[src/rtl/fetch_unit_pkg.sv]
// Shared definitions for the instruction-fetch front end.
//   - MIPS instruction field ranges used by the jump predecoder
//   - opcode constant for j
//   - helper for the prefetch queue entry width ({inst, pc_plus_4})
package fetch_unit_pkg;

    // Instruction field ranges
    localparam int unsigned OPCODE_MSB = 31;
    localparam int unsigned OPCODE_LSB = 26;
    localparam int unsigned J_ADDR_MSB = 25;
    localparam int unsigned J_ADDR_LSB = 0;

    // Opcode of the unconditional jump (j)
    localparam logic [5:0] OP_J = 6'b000010;

    // Queue entry holds the instruction and its PC + 4
    function automatic int unsigned entry_width(input int unsigned inst_w,
                                                input int unsigned addr_w);
        return inst_w + addr_w;
    endfunction

endpackage

[src/rtl/fetch_queue.sv]
// Parametrised circular prefetch buffer.
// Ports:
//   clk, rst_n   clock, asynchronous active-low reset
//   push         write push_data at the tail (caller guarantees space)
//   push_data    entry to enqueue
//   pop          drop the head entry (ignored when empty)
//   clear        empty the queue; overrides push and pop in the same cycle
//   count        number of stored entries, 0..DEPTH
//   head         head entry, read straight from the storage registers
module fetch_queue #(
    parameter int unsigned DEPTH = 4,
    parameter int unsigned WIDTH = 64
) (
    input  logic                     clk,
    input  logic                     rst_n,
    input  logic                     push,
    input  logic [WIDTH-1:0]         push_data,
    input  logic                     pop,
    input  logic                     clear,
    output logic [$clog2(DEPTH):0]   count,
    output logic [WIDTH-1:0]         head
);

    localparam int unsigned PTR_W = $clog2(DEPTH);
    localparam int unsigned CNT_W = PTR_W + 1;

    logic [WIDTH-1:0] mem_q [DEPTH];
    logic [PTR_W-1:0] rd_ptr_q;
    logic [PTR_W-1:0] wr_ptr_q;
    logic [CNT_W-1:0] count_q;
    logic             do_push;
    logic             do_pop;

    assign do_push = push && !clear;
    assign do_pop  = pop && (count_q != '0) && !clear;

    // Storage is reset so the head reads as zero straight out of reset.
    always_ff @(posedge clk or negedge rst_n) begin
        if (!rst_n) begin
            rd_ptr_q <= '0;
            wr_ptr_q <= '0;
            count_q  <= '0;
            for (int i = 0; i < int'(DEPTH); i++) begin
                mem_q[i] <= '0;
            end
        end else if (clear) begin
            rd_ptr_q <= wr_ptr_q;
            count_q  <= '0;
        end else begin
            if (do_push) begin
                mem_q[wr_ptr_q] <= push_data;
                wr_ptr_q        <= wr_ptr_q + PTR_W'(1);
            end
            if (do_pop) begin
                rd_ptr_q <= rd_ptr_q + PTR_W'(1);
            end
            count_q <= count_q + CNT_W'(do_push) - CNT_W'(do_pop);
        end
    end

    assign count = count_q;
    assign head  = mem_q[rd_ptr_q];

endmodule

[src/rtl/fetch_unit.sv]
// Decoupled instruction-fetch front end for the 5-stage MIPS pipeline.
// Keeps up to DEPTH requests in flight, buffers in-order responses in a
// prefetch queue and hands them to ID over a valid/ready handshake. A
// redirect flushes the queue and discards responses of stale requests.
// Optional build macro FETCH_PREDECODE_JUMP_EN: predecode j in the response
// path and redirect fetch to its target without waiting for EX/MEM.
// Ports:
//   clk, rst_n        clock, asynchronous active-low reset
//   imem_req/addr     one request per cycle while credits remain
//   imem_rvalid/rdata in-order responses, latency >= 1
//   id_valid/ready    head handshake towards ID
//   id_inst           head instruction
//   id_pc_plus_4      head PC + 4
//   redirect_valid/pc flush and refetch from redirect_pc
//   inflight          outstanding request count
module fetch_unit import fetch_unit_pkg::*; #(
    parameter int unsigned       ADDR_W   = 32,
    parameter int unsigned       INST_W   = 32,
    parameter int unsigned       DEPTH    = 4,
    parameter logic [ADDR_W-1:0] RESET_PC = '0
) (
    input  logic                   clk,
    input  logic                   rst_n,
    output logic                   imem_req,
    output logic [ADDR_W-1:0]      imem_addr,
    input  logic                   imem_rvalid,
    input  logic [INST_W-1:0]      imem_rdata,
    output logic                   id_valid,
    input  logic                   id_ready,
    output logic [INST_W-1:0]      id_inst,
    output logic [ADDR_W-1:0]      id_pc_plus_4,
    input  logic                   redirect_valid,
    input  logic [ADDR_W-1:0]      redirect_pc,
    output logic [$clog2(DEPTH):0] inflight
);

    localparam int unsigned CNT_W   = $clog2(DEPTH) + 1;
    localparam int unsigned SUM_W   = CNT_W + 1;
    localparam int unsigned ENTRY_W = entry_width(INST_W, ADDR_W);

    logic [ADDR_W-1:0]  fetch_pc_q, fetch_pc_d;
    logic [ADDR_W-1:0]  resp_pc_q, resp_pc_d;
    logic [CNT_W-1:0]   inflight_q, inflight_d;
    logic [CNT_W-1:0]   discard_q, discard_d;
    logic [CNT_W-1:0]   count;
    logic [SUM_W-1:0]   credits_used;
    logic [ADDR_W-1:0]  resp_pc_plus_4;
    logic [ENTRY_W-1:0] head;
    logic               rsp_accept;
    logic               jump_taken;
    logic               issue;

    assign resp_pc_plus_4 = resp_pc_q + ADDR_W'(4);

    // A response is kept only when it belongs to the current path.
    assign rsp_accept = imem_rvalid && !redirect_valid && (discard_q == '0);

`ifdef FETCH_PREDECODE_JUMP_EN
    logic [ADDR_W-1:0] jump_target;

    assign jump_taken  = rsp_accept && (imem_rdata[OPCODE_MSB:OPCODE_LSB] == OP_J);
    assign jump_target = {resp_pc_plus_4[ADDR_W-1:28],
                          imem_rdata[J_ADDR_MSB:J_ADDR_LSB], 2'b00};
`else
    assign jump_taken = 1'b0;
`endif

    // Queued entries plus outstanding requests never exceed DEPTH, so every
    // response has a slot waiting for it.
    assign credits_used = SUM_W'(count) + SUM_W'(inflight_q);
    assign issue        = !redirect_valid && !jump_taken && (credits_used < SUM_W'(DEPTH));

    // Gated by rst_n so the strobe is quiet while reset is held.
    assign imem_req  = rst_n && issue;
    assign imem_addr = fetch_pc_q;
    assign inflight  = inflight_q;

    always_comb begin
        fetch_pc_d = fetch_pc_q;
        resp_pc_d  = resp_pc_q;
        discard_d  = discard_q;
        // Stale requests keep their credit until their response returns.
        inflight_d = inflight_q + CNT_W'(issue) - CNT_W'(imem_rvalid);

        if (redirect_valid) begin
            fetch_pc_d = redirect_pc;
            resp_pc_d  = redirect_pc;
            discard_d  = inflight_q - CNT_W'(imem_rvalid);
        end else begin
            if (issue) begin
                fetch_pc_d = fetch_pc_q + ADDR_W'(4);
            end
            if (imem_rvalid) begin
                if (discard_q != '0) begin
                    discard_d = discard_q - CNT_W'(1);
                end else begin
                    resp_pc_d = resp_pc_plus_4;
                end
            end
`ifdef FETCH_PREDECODE_JUMP_EN
            // The jump itself is enqueued; everything still in flight behind
            // it is on the wrong path.
            if (jump_taken) begin
                fetch_pc_d = jump_target;
                resp_pc_d  = jump_target;
                discard_d  = inflight_q - CNT_W'(1);
            end
`endif
        end
    end

    always_ff @(posedge clk or negedge rst_n) begin
        if (!rst_n) begin
            fetch_pc_q <= RESET_PC;
            resp_pc_q  <= RESET_PC;
            inflight_q <= '0;
            discard_q  <= '0;
        end else begin
            fetch_pc_q <= fetch_pc_d;
            resp_pc_q  <= resp_pc_d;
            inflight_q <= inflight_d;
            discard_q  <= discard_d;
        end
    end

    fetch_queue #(
        .DEPTH (DEPTH),
        .WIDTH (ENTRY_W)
    ) u_queue (
        .clk       (clk),
        .rst_n     (rst_n),
        .push      (rsp_accept),
        .push_data ({imem_rdata, resp_pc_plus_4}),
        .pop       (id_valid && id_ready),
        .clear     (redirect_valid),
        .count     (count),
        .head      (head)
    );

    assign id_valid     = (count != '0);
    assign id_inst      = head[ENTRY_W-1:ADDR_W];
    assign id_pc_plus_4 = head[ADDR_W-1:0];

endmodule

[config.mk]
export PLATFORM = sky130hd
export DESIGN_NAME = fetch_unit
export DESIGN_NICKNAME = d
export VERILOG_FILES = /design/src/rtl/fetch_unit_pkg.sv /design/src/rtl/fetch_queue.sv /design/src/rtl/fetch_unit.sv
export SDC_FILE = /design/constraint.sdc
export NUM_CORES = 1
export LEC_CHECK = 0
export ABC_AREA = 0
export ABC_CLOCK_PERIOD_IN_PS = 3070
export CORE_ASPECT_RATIO = 1.5
export CORE_UTILIZATION = 40
export DETAILED_ROUTE_END_ITERATION = 8
export PLACE_DENSITY = 0.58
export SLEW_MARGIN = 25
export SYNTH_ARGS = -nofsm -noshare
export SYNTH_HDL_FRONTEND = slang
export SYNTH_SLANG_ARGS = --single-unit
[constraint.sdc]
create_clock -name clk -period 3.07 [get_ports clk]
set_input_delay 0.614 -clock clk [delete_from_list [all_inputs] [get_ports clk]]
set_output_delay 0.614 -clock clk [all_outputs]
set_load 0.05 [all_outputs]
==> results.py, run 1 <==
metrics = {
    "critical_path": {
        "critPathMaxFanout": 21,
        "critPathTopFamily": "buffers and inverters",
        "crit_cells": 4,
        "crit_end": "id_inst[28]",
        "crit_required_ps": 2460,
        "reg2reg_depth": 10,
        "reg2reg_from": "u_queue.count[2]",
        "timing.rr.end": "inflight[2]",
        "critPathKind": "register to output pin",
        "path_cells": "buf_12 > buf_8 > mux4_2 > buf_4",
        "crit_start": "u_queue.rd_ptr_q[0]",
        "worst-path-buf-inv": 3,
        "worst-endpoint-arrival_ps": 2330,
        "slowest_stage": "mux4_2",
        "timing.critical_path.to_type": "output pin",
        "slowest_delay_ps": 560,
        "rrSetupSlack_ps": 510,
        "start_kind": "register",
    },
    "placed_design": {
        "gp_congestion": 0.865,
        "dp_cells": 1908,
        "portBuffers": 169,
        "place_area_sq_um": 18100,
        "hpwl_mm": 26.4,
        "pre_cts_ws_ps": 320,
    },
    "die": {
        "core.rowCount": 88,
        "die_w_microns": 163,
        "start_util": 0.406,
        "die_h_microns": 244,
        "die-area_sq_um": 39900,
        "ioPinCount": 170,
        "core-area_sq_um": 38500,
    },
    "clocking": {
        "clk_latency_ps": 540,
        "numCtsBuffers": 35,
        "cts-root-buf": "clkbuf_16",
        "cts_tree": "done",
        "cts_buffer_depth": 3,
        "postCtsSetupBuffers": 0,
        "cts_max_level": 2,
        "cts.sinks": 333,
        "path_clk_slew_ps": 60,
    },
    "timing": {
        "period_minus_slack_ps": 2940,
        "fin_hold_ws_ps": 476,
        "fin_skew_ps": 25.9,
        "worst_slew_margin_rel": 0.483,
        "tns_ps": 0,
        "max_freq_ghz": 0.340,
        "slew_violations": 0,
        "period_share": 0.958,
        "setup_viol": 0,
        "grt_setup_unrepaired": "false",
        "tightest_slew_ps": 776,
        "final_hold_viol_count": 0,
        "setup_slack_ps": 128,
    },
    "run": {
        "maxCapViolations": 0,
    },
    "logic_synthesis": {
        "syn-num-nets": 1370,
        "synth.largest_area_cell": "dfrtp_1",
        "synthArstFlopShare": 1.00,
        "synthAdderAreaFrac": 0.0154,
        "ys_top_cells_by_area": "dfrtp_1 53%, mux2_2 11%, mux4_2 9.2%",
        "synth_top_family_by_area": "multiplexers",
        "synth_cells": 1283,
        "yosys-mux-area-fraction": 0.205,
        "synth_most_common_cell": "dfrtp_1",
        "synth-main-ff-cell": "dfrtp_1",
        "yosysTopAreaCellShare": 0.533,
        "synth_warnings": 0,
        "synth-xor-area-share": 0.0532,
        "synth-edff-count": 0,
        "ys_ff_latch": 333,
        "netlist_area_sq_um": 15600,
        "synth-simple-area-share": 0.107,
        "ys_seq_area_frac": 0.533,
        "netlist_top_cells_count": "333 x dfrtp_1, 169 x nand2_1, 156 x mux2_2",
        "yosysUniqueCellTypes": 44,
        "syn_area_per_cell_sq_um": 12.2,
        "synth-compound-area-share": 0.0594,
    },
    "worst_hold_path": {
        "holdCritPathClass": "register to register",
    },
    "global_route": {
        "grt_pass1_wl_mm": 61.4,
        "antenna_found_initial": 0,
        "grt_max_degree": 106,
        "grt_pass1_vias": 10900,
        "grt_remaining_overflow": 0,
        "grt_usage": 0.199,
    },
    "routing": {
        "via_per_inst": 5.25,
        "via_count": 10300,
        "antenna_left": 0,
        "drtIter0Drc": 561,
        "drc": 0,
        "wirelength_mm": 38.2,
        "firstDrtPassIters": 4,
        "wl_per_cell_microns": 19.4,
    },
    "power": {
        "power_density_nw_per_um2": 941,
        "ir_worst_vdd_mv": 0.693,
        "p_leak_nw": 8.58,
    },
    "finish": {
        "fin_cells": 1967,
        "area_growth_pct": 22.6,
        "drive_gt1_frac": 0.261,
        "diodes": 0,
        "design_area_sq_um": 19200,
        "fin_nets": 1537,
    },
    "outcome": {
        "status": "finished, final reports clean",
    },
}
what timing repair did:
action | in CTS | in global routing
gates resized for setup | 18 | 0
endpoints found under the hold margin | 36 | 0
endpoints found under the setup margin | 31 | 1
hold buffers | 1 | 0
area by class of cell:
type                    count  area, sq um
fillers                  3531        19400
clock inverters            10         92.6
flip-flops and latches    333         8340
repair buffers            216         2120
well taps                 495          619
inverters                  20         75.1
multi-input cells         844         6900
clock buffers              49         1010
cells by family after synthesis:
family,count (synthesis)
muxes,220
xor gates and xnor gates,95
DFF,333
AOI/OAI and AO/OA,173
buffers and inverters,106
adders and majority gates,18
and+or+nand+nor,338
tightest hold or removal path, cell delays in order, from the launching register on:
cell and delay (ps):
dfrtp_1 340, nand2_1 40, o21ai_0 60
layer usage:
| layer | GRT usage | routed length, microns | vias to the layer above |
|---|---|---|---|
| li1 | - | - | 4877 |
| met1 | 0.254 | 16300 | 5185 |
| met2 | 0.337 | 19100 | 212 |
| met3 | 0.0322 | 1590 | 59 |
| met4 | 0.0734 | 1170 | 0 |
| met5 | 0 | 0 | - |
power breakdown:
part	leakage, nW	internal (mW)	total, mW	switching, mW
registers	4.31	5.77	6.64	0.871
clock network	0.544	2.38	4.13	1.75
logic	3.73	2.96	7.26	4.29
sequential cells by signal (all words and copies together) (netlist names):
| register | cells |
|---|---|
| u_queue.mem_q | 256 |
| imem_addr | 32 |
| resp_pc_q | 32 |
| discard_q | 3 |
| inflight | 3 |
| u_queue.count | 3 |
| u_queue.rd_ptr_q | 2 |
| u_queue.wr_ptr_q | 2 |
layout by cell type, fill, tap and decap left out, types with 3 or more instances in the layout:
cell and n:
a21oi_1 14, nand2b_1 11, nor4_1 12, xnor2_1 53
or4_1 4, a21boi_1 3, inv_1 19, clkbuf_8 6
clkinv_2 6, a21boi_0 19, nor2_1 30, nand4_2 3
buf_12 16, mux2_2 156, clkdlybuf4s50_1 106, nor4_2 3
mux4_2 64, and3_1 10, buf_4 75, and2_1 3
ha_1 16, nand3_1 35, or3_1 4, dfrtp_1 331
xor2_1 42, clkbuf_1 7, nand4_1 21, o21ai_1 9
o21ai_0 124, nand2_4 4, and4_1 8, dlygate4sd2_1 16
nor3_1 14, clkbuf_16 36, nand2_1 165
how the worst min path moves through the flow:
stage / start / to / slack [ps] / depth (start not counted)
after detailed placement: u_queue.mem_q[5] / u_queue.mem_q[5] / 470 / 2
after global placement: u_queue.mem_q[71] / u_queue.mem_q[71] / 460 / 2
after global routing: u_queue.mem_q[79] / u_queue.mem_q[79] / 490 / 2
after floorplan: rst_n / discard_q[0] / 320 / 0
after CTS: u_queue.mem_q[5] / u_queue.mem_q[5] / 480 / 2
final: u_queue.mem_q[80] / u_queue.mem_q[80] / 480 / 2
per-stage QoR:
| stage | total power [mW] | util |
|---|---|---|
| after floorplan | 11.7 | - |
| after global placement | 14.0 | 0.469 |
| after detailed placement | 14.2 | 0.469 |
| after CTS | 18.3 | 0.497 |
| after global routing | 19.1 | 0.497 |
| final | 18.0 | 0.497 |
Note: power is estimated with default switching activity, not from simulation.
==> run 2, diff against run 1 <==
--- a/config.mk
+++ b/config.mk
@@ -10,8 +10,9 @@
 export CORE_ASPECT_RATIO = 1.5
 export CORE_UTILIZATION = 40
 export DETAILED_ROUTE_END_ITERATION = 8
-export PLACE_DENSITY = 0.58
+export PLACE_DENSITY = 0.57
 export SLEW_MARGIN = 25
 export SYNTH_ARGS = -nofsm -noshare
 export SYNTH_HDL_FRONTEND = slang
+export SYNTH_HIERARCHICAL = 1
 export SYNTH_SLANG_ARGS = --single-unit
==> run 2 against run 1 <==
  * Synthesized cell count is 6.0% lower
  * Critical path depth is 3 higher
  * Flip-flop and latch count stayed put
  * Hold slack better by 20 ps
  * Register-to-register slack better by 80 ps
  * Power is 0.68% higher
  * Sequential share of layout area is 3.4 points lower
  * Clock power is 10% higher
  * Worst setup slack better by 1.7 ps
  * Highest routed layer unchanged
==> results.py, run 2 <==
metrics = {
    "routing": {
        "drc": 0,
        "drtIter0Drc": 533,
        "firstDrtPassIters": 4,
        "via_per_inst": 5.40,
        "via_count": 10600,
        "antenna_left": 0,
        "wirelength_mm": 41.5,
        "wl_per_cell_microns": 21.0,
    },
    "critical_path": {
        "critPathMaxFanout": 6,
        "crit_required_ps": 2460,
        "slowest_stage": "dfrtp_1",
        "crit_path_frequent_cell": "buf_4",
        "worst-endpoint-arrival_ps": 2330,
        "critPathKind": "register to output pin",
        "reg2reg_depth": 11,
        "timing.critical_path.to_type": "output pin",
        "path_cells": "ha_1 > nor3_2 > buf_4 > and2_0 > buf_4 > and3_1 > buf_12",
        "start_kind": "register",
        "rrSetupSlack_ps": 590,
        "slowest_delay_ps": 450,
    },
    "logic_synthesis": {
        "synth.largest_area_cell": "dfrtp_1",
        "synth_cells": 1206,
        "netlist_area_sq_um": 17600,
        "synth-edff-count": 0,
        "syn_area_per_cell_sq_um": 14.6,
        "synth_most_common_cell": "dfrtp_1",
        "synth-main-ff-cell": "dfrtp_1",
        "yosysUniqueCellTypes": 61,
        "ys_top_cells_by_area": "dfrtp_1 47%, mux2_4 20%, mux4_2 8.2%",
        "syn-num-nets": 1293,
        "yosysTopAreaCellShare": 0.473,
        "netlist_top_cells_count": "333 x dfrtp_1, 240 x mux2_4, 64 x mux4_2",
        "ys_seq_area_frac": 0.473,
        "ys_ff_latch": 333,
        "synthArstFlopShare": 1.00,
        "synth_warnings": 6,
    },
    "global_route": {
        "grt_pass1_vias": 11600,
        "grtUsageMet1": 0.240,
        "antenna_found_initial": 0,
        "busiest_layer": "met2",
        "grtUsageMet2": 0.330,
        "grt_max_degree": 180,
        "grt_use_met3": 0.0246,
        "grt_usage": 0.189,
        "grt_remaining_overflow": 0,
        "grt_pass1_wl_mm": 67.0,
    },
    "clocking": {
        "path_clk_slew_ps": 60,
        "clk_latency_ps": 530,
        "cts_max_level": 2,
        "cts-root-buf": "clkbuf_16",
        "numCtsBuffers": 37,
        "cts_buffer_depth": 3,
        "cts.sinks": 333,
        "cts_tree": "done",
    },
    "finish": {
        "regMostFlops": "u_queue/mem_q",
        "layout_commonest_cell": "dfrtp_1",
        "final_cell_mix": "331 x dfrtp_1, 240 x mux2_4, 102 x clkdlybuf4s50_1",
        "fin_nets": 1460,
        "nFillCells": 3797,
        "ff_latch_area_sq_um": 8340,
        "area_growth_pct": 18.2,
        "design_area_sq_um": 20800,
        "multiInputGateArea_sq_um": 8400,
        "drive_gt1_frac": 0.373,
        "final_util": 0.482,
        "largest_reg_flops": 256,
        "diodes": 0,
    },
    "timing": {
        "setup_slack_ps": 129,
        "final_hold_viol_count": 0,
        "max_freq_ghz": 0.340,
        "slew_violations": 0,
        "fin_skew_ps": 15.8,
        "worst_slew_margin_rel": 0.468,
        "tns_ps": 0,
        "grt_setup_unrepaired": "false",
        "period_minus_slack_ps": 2940,
        "tightest_slew_ps": 798,
        "setup_viol": 0,
        "period_share": 0.958,
    },
    "power": {
        "p_comb_frac": 0.379,
        "ir_worst_vdd_mv": 0.519,
        "power_frac_seq": 0.371,
        "clockPowerShare": 0.250,
        "swShare": 0.346,
        "power_switching_mw": 6.29,
        "internal_power_mw": 11.9,
        "total_power_mw": 18.1,
        "power_density_nw_per_um2": 872,
        "p_leak_nw": 9.93,
    },
    "die": {
        "core-area_sq_um": 43200,
        "die_w_microns": 173,
        "die_h_microns": 259,
        "ioPinCount": 170,
        "start_util": 0.408,
        "die-area_sq_um": 44900,
        "core.rowCount": 93,
    },
    "placed_design": {
        "place_area_sq_um": 19500,
        "hpwl_mm": 27.4,
        "pre_cts_ws_ps": 272,
        "gp_congestion": 0.831,
        "portBuffers": 169,
    },
    "run": {
        "maxCapViolations": 0,
    },
    "worst_hold_path": {
        "holdCritPathClass": "input pin to asynchronous set/reset pin",
    },
    "outcome": {
        "status": "finished, final reports clean",
    },
}
==> run 2: layout make-up <==
class	count	share of cell area
Clock buffer	53	0.0522
Tap cell	570	0.0343
Clock inverter	14	0.00794
Sequential cell	333	0.401
Multi-Input combinational cell	772	0.404
Inverter	19	0.00343
Timing Repair Buffer	210	0.0978
==> run 2: final timing paths <==
| check | startpoint | endpoint |
|---|---|---|
| setup / recovery | inflight[2] | imem_req |
| min in group clk | u_queue/mem_q[63] | u_queue/mem_q[63] |
| hold / removal | rst_n | imem_addr[11] |
| max in group asynchronous | rst_n | u_queue/mem_q[38] |
| hold reg to reg | u_queue/mem_q[63] | u_queue/mem_q[63] |
| setup reg to reg | u_queue/count[0] | u_queue/count[2] |
==> run 2: critical path, delay by kind of cell, from the launching register on <==
family,cells,cell delay [ps]
adder cells (fa/ha/maj),1,350
buffers and inverters,3,500
flip-flops,1,450
AND/OR/NAND/NOR,3,490
==> run 2: kinds of logic (layout without fill, tap and decap cells) <==
| logic type | after synthesis | in the layout | synth area share |
|---|---|---|---|
| AND/OR/NAND/NOR | 265 | 265 | 0.0907 |
| XOR/XNOR | 57 | 57 | 0.0284 |
| flip-flops | 333 | 333 | 0.473 |
| AO/OA/AOI/OAI | 104 | 104 | 0.0422 |
| adder cells (fa/ha/maj) | 18 | 18 | 0.0136 |
| buffers and inverters | 101 | 296 | 0.0497 |
| multiplexers | 328 | 328 | 0.302 |
==> run 2: power groups by stage <==
stage / Clock (mW) / Combinational (mW) / Sequential (mW)
after floorplan: 0 / 5.08 / 6.62
after global placement: 0 / 6.80 / 6.77
after detailed placement: 0 / 6.89 / 6.80
after CTS: 4.71 / 6.97 / 6.72
after global routing: 4.84 / 7.29 / 6.90
final: 4.55 / 6.88 / 6.72
==> run 2: metal layers <==
layer	up-vias	routed length, microns
met5	-	0
met3	60	1390
met4	0	1130
met2	237	21100
li1	4814	-
met1	5534	17900
==> run 2: stage by stage <==
step / hold WS [ps] / std cells
after CTS: 482 / 1970
after global placement: 446 / 1899
after global routing: 510 / 1971
after detailed placement: 444 / 1899
final: 496 / 1971
after floorplan: 318 / 1206
==> run 2: what timing repair did <==
action	in CTS	in global routing
hold buffers	1	0
buffers inserted	3	0
endpoints found under the setup margin	1	1
gates resized for setup	0	1
hold endpoints to repair	12	0
==> run 3, diff against run 2 <==
--- a/config.mk
+++ b/config.mk
@@ -8,11 +8,11 @@
 export ABC_AREA = 0
 export ABC_CLOCK_PERIOD_IN_PS = 3070
 export CORE_ASPECT_RATIO = 1.5
+export CORE_MARGIN = 2
 export CORE_UTILIZATION = 40
 export DETAILED_ROUTE_END_ITERATION = 8
-export PLACE_DENSITY = 0.57
+export PLACE_DENSITY = 0.58
 export SLEW_MARGIN = 25
 export SYNTH_ARGS = -nofsm -noshare
 export SYNTH_HDL_FRONTEND = slang
-export SYNTH_HIERARCHICAL = 1
 export SYNTH_SLANG_ARGS = --single-unit
==> run 3 against run 2 <==
  * Critical path depth is 1 lower
  * Flip-flop and latch count stayed put
  * Die area is 9.3% lower
  * Design area is 8.3% lower
  * Final cell count is 0.61% lower
  * Clock power is 4% lower
  * Sequential share of layout area is 3.6 points higher
  * Clock skew is 5.4 ps higher
  * Critical endpoint unchanged
  * Largest cell class is now registers
  * Highest routed layer unchanged
==> results.py, run 3 (synthesis gave the netlist of run 1 again) <==
metrics = {
    "run": {
        "maxCapViolations": 0,
    },
    "clocking": {
        "cts_buffer_depth": 3,
        "cts_max_level": 2,
        "clk_latency_ps": 530,
        "postCtsSetupBuffers": 0,
        "cts-root-buf": "clkbuf_16",
        "cts_tree": "done",
        "numCtsBuffers": 36,
        "cts.sinks": 333,
        "path_clk_slew_ps": 60,
    },
    "finish": {
        "largest_reg_flops": 256,
        "regMostFlops": "u_queue.mem_q",
        "design_area_sq_um": 19100,
        "final_cell_mix": "331 x dfrtp_1, 165 x nand2_1, 156 x mux2_2",
        "diodes": 0,
        "fin_nets": 1527,
        "layout_commonest_cell": "dfrtp_1",
        "nFillCells": 3511,
        "multiInputGateArea_sq_um": 6900,
        "ff_latch_area_sq_um": 8340,
        "drive_gt1_frac": 0.262,
        "area_growth_pct": 22.1,
    },
    "critical_path": {
        "critPathKind": "register to output pin",
        "worst-endpoint-arrival_ps": 2370,
        "critPathMaxFanout": 6,
        "start_kind": "register",
        "crit_required_ps": 2460,
        "timing.critical_path.to_type": "output pin",
    },
    "die": {
        "ioPinCount": 170,
        "die_w_microns": 165,
        "core.rowCount": 88,
        "core-area_sq_um": 38500,
        "start_util": 0.406,
        "die_h_microns": 246,
        "die-area_sq_um": 40700,
    },
    "global_route": {
        "grt_max_degree": 119,
        "grt_pass1_vias": 11100,
        "grt_pass1_wl_mm": 59.4,
        "grt_remaining_overflow": 0,
        "grt_usage": 0.187,
        "antenna_found_initial": 0,
    },
    "routing": {
        "via_per_inst": 5.29,
        "drc": 0,
        "wl_per_cell_microns": 18.9,
        "via_count": 10400,
        "antenna_left": 0,
        "firstDrtPassIters": 5,
        "wirelength_mm": 37.1,
        "drtIter0Drc": 555,
    },
    "timing": {
        "worst_slew_margin_rel": 0.505,
        "final_hold_viol_count": 0,
        "tightest_slew_ps": 743,
        "setup_viol": 0,
        "period_share": 0.973,
        "period_minus_slack_ps": 2990,
        "tns_ps": 0,
        "grt_setup_unrepaired": "false",
        "slew_violations": 0,
        "max_freq_ghz": 0.335,
        "fin_skew_ps": 21.2,
    },
    "power": {
        "ir_worst_vdd_mv": 0.589,
        "power_density_nw_per_um2": 952,
        "p_leak_nw": 8.55,
    },
    "placed_design": {
        "hpwl_mm": 24.9,
        "place_area_sq_um": 17900,
        "gp_congestion": 0.852,
        "portBuffers": 169,
    },
    "worst_hold_path": {
        "holdCritPathClass": "register to register",
    },
    "outcome": {
        "status": "finished, final reports clean",
    },
}
-- run 3: cell count changes in the layout (fill, tap and decap cells not counted), sizes merged, moves of 10 or more --
| cell | before | now |
|---|---|---|
| a211oi | 14 | 2 |
| a21boi | 3 | 22 |
| a31oi | 15 | 2 |
| and3 | 20 | 10 |
| buf | 107 | 84 |
| dlygate4sd2 | 0 | 17 |
| mux2 | 264 | 156 |
| nand2 | 42 | 169 |
| nor2b | 11 | 1 |
| o21ai | 15 | 133 |
| o31ai | 12 | 0 |
| xnor2 | 38 | 53 |
| xor2 | 19 | 42 |
-- run 3: metrics by stage --
step           instances  setup WS [ps]   util  hold WS (ps)  total power [mW]
2_1_floorplan       1283            137      -           318              11.7
3_3_place_gp        1896            298  0.464           456              13.9
3_5_place_dp        1896            252  0.464           467              14.1
4_1_cts             1959           7.40  0.495           480              18.4
5_1_grt             1959          0.202  0.495           505              19.2
6_report            1959           84.1  0.495           472              18.2
-- run 3: area by class of cell --
class / count / area share
Sequential cell: 333 / 0.437
Multi-Input combinational cell: 844 / 0.362
Timing Repair Buffer: 205 / 0.101
Clock buffer: 51 / 0.0582
Tap cell: 495 / 0.0325
Clock inverter: 11 / 0.00518
Inverter: 20 / 0.00393
-- run 3: worst max-delay path, stage by stage, from the launching register on --
cell and delay (ps):
dfrtp_1 440, ha_1 320, or3_1 380, nor2_1 150
buf_4 170, and3_1 240, buf_12 150
-- run 3: worst paths after layout --
check / startpoint / to / slack, ps / cells past startpoint
setup reg to reg: inflight[2] / inflight[2] / 460 / 10
max in group asynchronous: rst_n / u_queue.mem_q[166] / 1430 / 3
hold reg to reg: u_queue.mem_q[17] / u_queue.mem_q[17] / 470 / 2
hold / removal: u_queue.mem_q[17] / u_queue.mem_q[17] / 470 / 2
setup / recovery: inflight[2] / imem_req / 80 / 6
min in group asynchronous: rst_n / u_queue.mem_q[241] / 570 / 2
-- run 3: per-layer routing --
layer,track usage,wire (microns)
met4,0.0728,1340
met1,0.235,15800
met2,0.321,18400
met3,0.0291,1550
met5,0,0
-- run 3: timing repair --
action | CTS | global route
setup endpoints to repair | 34 | 11
cloned | 0 | 0
resized for setup | 18 | 1
hold buffers | 1 | 0
endpoints found under the hold margin | 39 | 0
-- run 3: where the power goes --
| part | internal (mW) | switching, mW | leakage, nW |
|---|---|---|---|
| clock network | 2.60 | 1.76 | 0.595 |
| logic | 2.91 | 4.28 | 3.65 |
| registers | 5.77 | 0.842 | 4.31 |
| total | 11.3 | 6.88 | 8.55 |
==> RTL edit 1 (settings of run 1) <==
Change the parameter `ADDR_W` from 32 to 40.
--- a/src/rtl/fetch_unit.sv
+++ b/src/rtl/fetch_unit.sv
@@ -15,5 +15,5 @@
 //   inflight          outstanding request count
 module fetch_unit import fetch_unit_pkg::*; #(
-    parameter int unsigned       ADDR_W   = 32,
+    parameter int unsigned       ADDR_W   = 40,
     parameter int unsigned       INST_W   = 32,
     parameter int unsigned       DEPTH    = 4,
Interface: changed (resized id_pc_plus_4, imem_addr and redirect_pc); port bits go from 170 to 194. No check against the original RTL was run, so the function may have changed too.
==> RTL edit 1 against run 1 <==
- sequential cell count grew 48
- worst setup slack lost 0.017 ns
- design area is 15% higher
- sequential share of layout area decreased by 0.23 points
- combinational power up 19%
- routed wire length up 16%
- synthesized cell count rose by 18%
- total power grew 18%
- area after synthesis up 15%
- core utilization is 0.40 points lower
- sequential power increased by 18%
- critical path type unchanged
- largest cell class unchanged
==> RTL edit 1: results <==
set metrics [dict create \
    first_pass_iters 5 \
    met2_wirelength_mm 22.3 \
    use_met3_pct 2.78 \
    vias_per_cell 5.30 \
    critPathMaxFanout 5 \
    place_hpwl_mm 29.7 \
    muxShareOfSynthArea_pct 19.8 \
    power_density_nw_per_um2 968 \
    postSynthCellCount 1520 \
    grt_usage_pct 19.8 \
    skew_ns 0.0245 \
    critPathTopFamily "simple AND/OR/NAND/NOR gates" \
    numCtsBuffers 40 \
    syn_nets 1615 \
    final_nets 1792 \
    startpoint "inflight[2]$_DFF_PN0_" \
    wl_met3_mm 1.74 \
    synth-xor-area-share_pct 5.24 \
    switching_share_pct 38.4 \
    grt_first_pass_wirelength_mm 71.4 \
    gp_congestion 0.880 \
    grt_use_met1_pct 24.8 \
    drtIter0Drc 723 \
    port_buffers 193 \
    synth.yosys.seq_area_share_pct 52.8 \
    drive_above_1_share_pct 25.6 \
    hp-start "redirect_valid" \
    grt_max_degree 186 \
    dp_slack_ns 0.315 \
    wl_per_cell_um 19.2 \
    whs_endpoint "u_queue.count[2]$_DFF_PN0_" \
    met2_usage_pct 35.0 \
    p_leak_nw 9.68 \
    crit_end "imem_req" \
    ys_types 51 \
    grt_pass1_vias 13000 \
    slowest_delay_ns 0.42 \
    wirelength_mm 44.2 \
    synth_compound_area_share_pct 6.47 \
    tightest_slew_ns 0.956 \
    ff2ff_setup_slack_ns 0.53 \
    status "finished, final reports clean" \
    powerClk_w 0.00490 \
]
RTL edit 1: cell count changes after synthesis, moves of 6 or more:
| cell | change |
|---|---|
| nand4_1 | +15 |
| clkbuf_1 | +36 |
| nor3_1 | +10 |
| nor4_1 | +8 |
| a31oi_1 | +6 |
| xor2_1 | +14 |
| dfrtp_1 | +48 |
| mux4_2 | +8 |
| buf_2 | -10 |
| o21ai_0 | +37 |
| mux2_2 | +14 |
| a21boi_0 | -6 |
| buf_1 | -8 |
| nand2_1 | +40 |
RTL edit 1: cell type report:
| type | instances | share of cell area, % |
|---|---|---|
| clock inverters | 11 | 0.613 |
| multi-input cells | 1013 | 36.6 |
| inverters | 24 | 0.409 |
| flip-flops and latches | 381 | 43.3 |
| repair buffers | 237 | 10.4 |
| well taps | 582 | 3.30 |
| clock buffers | 58 | 5.35 |
RTL edit 1: what timing repair did:
action,CTS,global route
gates resized for setup,1,1
hold endpoints to repair,31,0
hold buffers,1,0
endpoints found under the setup margin,1,1
setup buffers,0,0
pin swaps,0,0
==> RTL edit 2 (flow settings as in run 1) <==
Without the edit above. Make the reset (`rst_n`) synchronous in 2 clocked blocks. Comments in the files are not updated.
--- a/src/rtl/fetch_queue.sv
+++ b/src/rtl/fetch_queue.sv
@@ -36,5 +36,5 @@
 
     // Storage is reset so the head reads as zero straight out of reset.
-    always_ff @(posedge clk or negedge rst_n) begin
+    always_ff @(posedge clk) begin
         if (!rst_n) begin
             rd_ptr_q <= '0;
--- a/src/rtl/fetch_unit.sv
+++ b/src/rtl/fetch_unit.sv
@@ -110,5 +110,5 @@
     end
 
-    always_ff @(posedge clk or negedge rst_n) begin
+    always_ff @(posedge clk) begin
         if (!rst_n) begin
             fetch_pc_q <= RESET_PC;
Formal check against the unedited RTL: differs if rst_n is asserted again (counterexample within 4 cycles, from zero or initial values and one cycle with rst_n low); with rst_n held inactive, the same outputs for 4 cycles.
==> RTL edit 2 against run 1 <==
- sequential cell count increased by 2
- worst setup slack improved by 0.011 ns
- area after synthesis decreased by 4.4%
- routed wire length decreased by 2.9%
- critical endpoint is now id_pc_plus_4[12]
- largest cell class unchanged
- via count decreased by 5.7%
- design area decreased by 3.8%
- core utilization increased by 0.39 points
Power is not compared: it rests on default switching activity, and its combinational part moved more than twofold at a synthesized area within 25%.
==> RTL edit 2: results <==
set metrics [dict create \
    status "finished, final reports clean" \
    post-cts-setup-buffers 3 \
    tightest_slew_ns 0.678 \
    wl_per_cell_um 19.6 \
    grt_use_met1_pct 22.4 \
    grt_max_degree 95 \
    largest_reg_flops 256 \
    met2_wirelength_mm 20.0 \
    numCtsBuffers 34 \
    hp-class "reg2reg" \
    wl_met3_mm 1.41 \
    critPathMaxFanout 8 \
    root_buffer "clkbuf_16" \
    clockBufferDepth 3 \
    ys_types 48 \
    place_hpwl_mm 24.3 \
    first_pass_iters 5 \
    met2_usage_pct 37.8 \
    fill_cells 3364 \
    use_met3_pct 2.59 \
    grt_usage_pct 19.8 \
    grt_pass1_vias 10300 \
    synth_area_leaders "edfxtp_1 (51%), dfxtp_1 (11%), mux4_2 (9.6%)" \
    grt_first_pass_wirelength_mm 57.5 \
    yosys.area.top_type "edfxtp_1" \
    synth-main-ff-cell "edfxtp_1" \
    slowest_delay_ns 0.72 \
    cts_resized 4 \
    synth.yosys.seq_area_share_pct 62.0 \
    gp_congestion 0.825 \
    yosys-top-cells-count "edfxtp_1 (256), nor2_1 (202), nand2_1 (93), dfxtp_1 (79), mux4_2 (64)" \
    dp_slack_ns 0.282 \
    drtIter0Drc 511 \
    m1WireLength_mm 14.5 \
    drive_above_1_share_pct 15.6 \
    syn_nets 1287 \
    final_nets 1465 \
    clock_latency_ns 0.52 \
    synth_edf_count 256 \
    antenna_cells 0 \
    cp_slowest_cell "clkdlybuf4s50_1" \
    pg_comb_w 0.00195 \
    skew_ns 0.0200 \
    ys_async_sr_fraction_pct 0 \
    pwr-share-clk_pct 35.8 \
    vias 9747 \
]
-- RTL edit 2: cell families (layout without fill, tap and decap cells) --
logic type	after synthesis	count (layout)	synth area share, %
xor gates and xnor gates	91	91	5.33
buffers and inverters	122	323	3.11
DFF	335	335	62.0
and+or+nand+nor	468	468	14.6
adders and majority gates	14	14	1.27
muxes	65	65	9.71
AOI/OAI and AO/OA	109	109	3.96
-- RTL edit 2: worst min-delay path, delay by kind of cell, from the launching register on --
kind	cells	cell delay, ns
AND/OR/NAND/NOR	1	0.05
flip-flops	1	0.31
AO/OA/AOI/OAI	1	0.06
-- RTL edit 2: path summary, 6_finish.rpt --
check             cells past startpoint                      start                                 end  slack, ns
setup / recovery                      3                   register                    id_pc_plus_4[12]       0.14
setup reg to reg                      6  resp_pc_q[2]$_SDFFE_PN0P_  u_queue.mem_q[2][22]$_SDFFCE_PN0P_       0.62
hold / removal                        2  imem_addr[1]$_SDFFE_PN0P_           imem_addr[1]$_SDFFE_PN0P_       0.47
hold reg to reg                       2  imem_addr[1]$_SDFFE_PN0P_           imem_addr[1]$_SDFFE_PN0P_       0.47
-- RTL edit 2: metrics by stage --
stage	total power [W]	cells	cell area, um^2	util, %
2_1_floorplan	0.00665	1204	15000	-
3_3_place_gp	0.00736	1827	17300	47.1
3_5_place_dp	0.00738	1827	17300	47.1
4_1_cts	0.0115	1889	18400	50.1
5_1_grt	0.0117	1889	18400	50.1
6_report	0.0113	1889	18400	50.1
-- RTL edit 2: cell type report --
| cell class | instances | area share, % |
|---|---|---|
| sequential | 335 | 50.3 |
| multi-input combinational | 747 | 28.5 |
| timing repair buffer | 211 | 11.1 |
| clock buffer | 40 | 4.91 |
| tap | 484 | 3.28 |
| inverter | 53 | 1.08 |
| clock inverter | 19 | 0.855 |
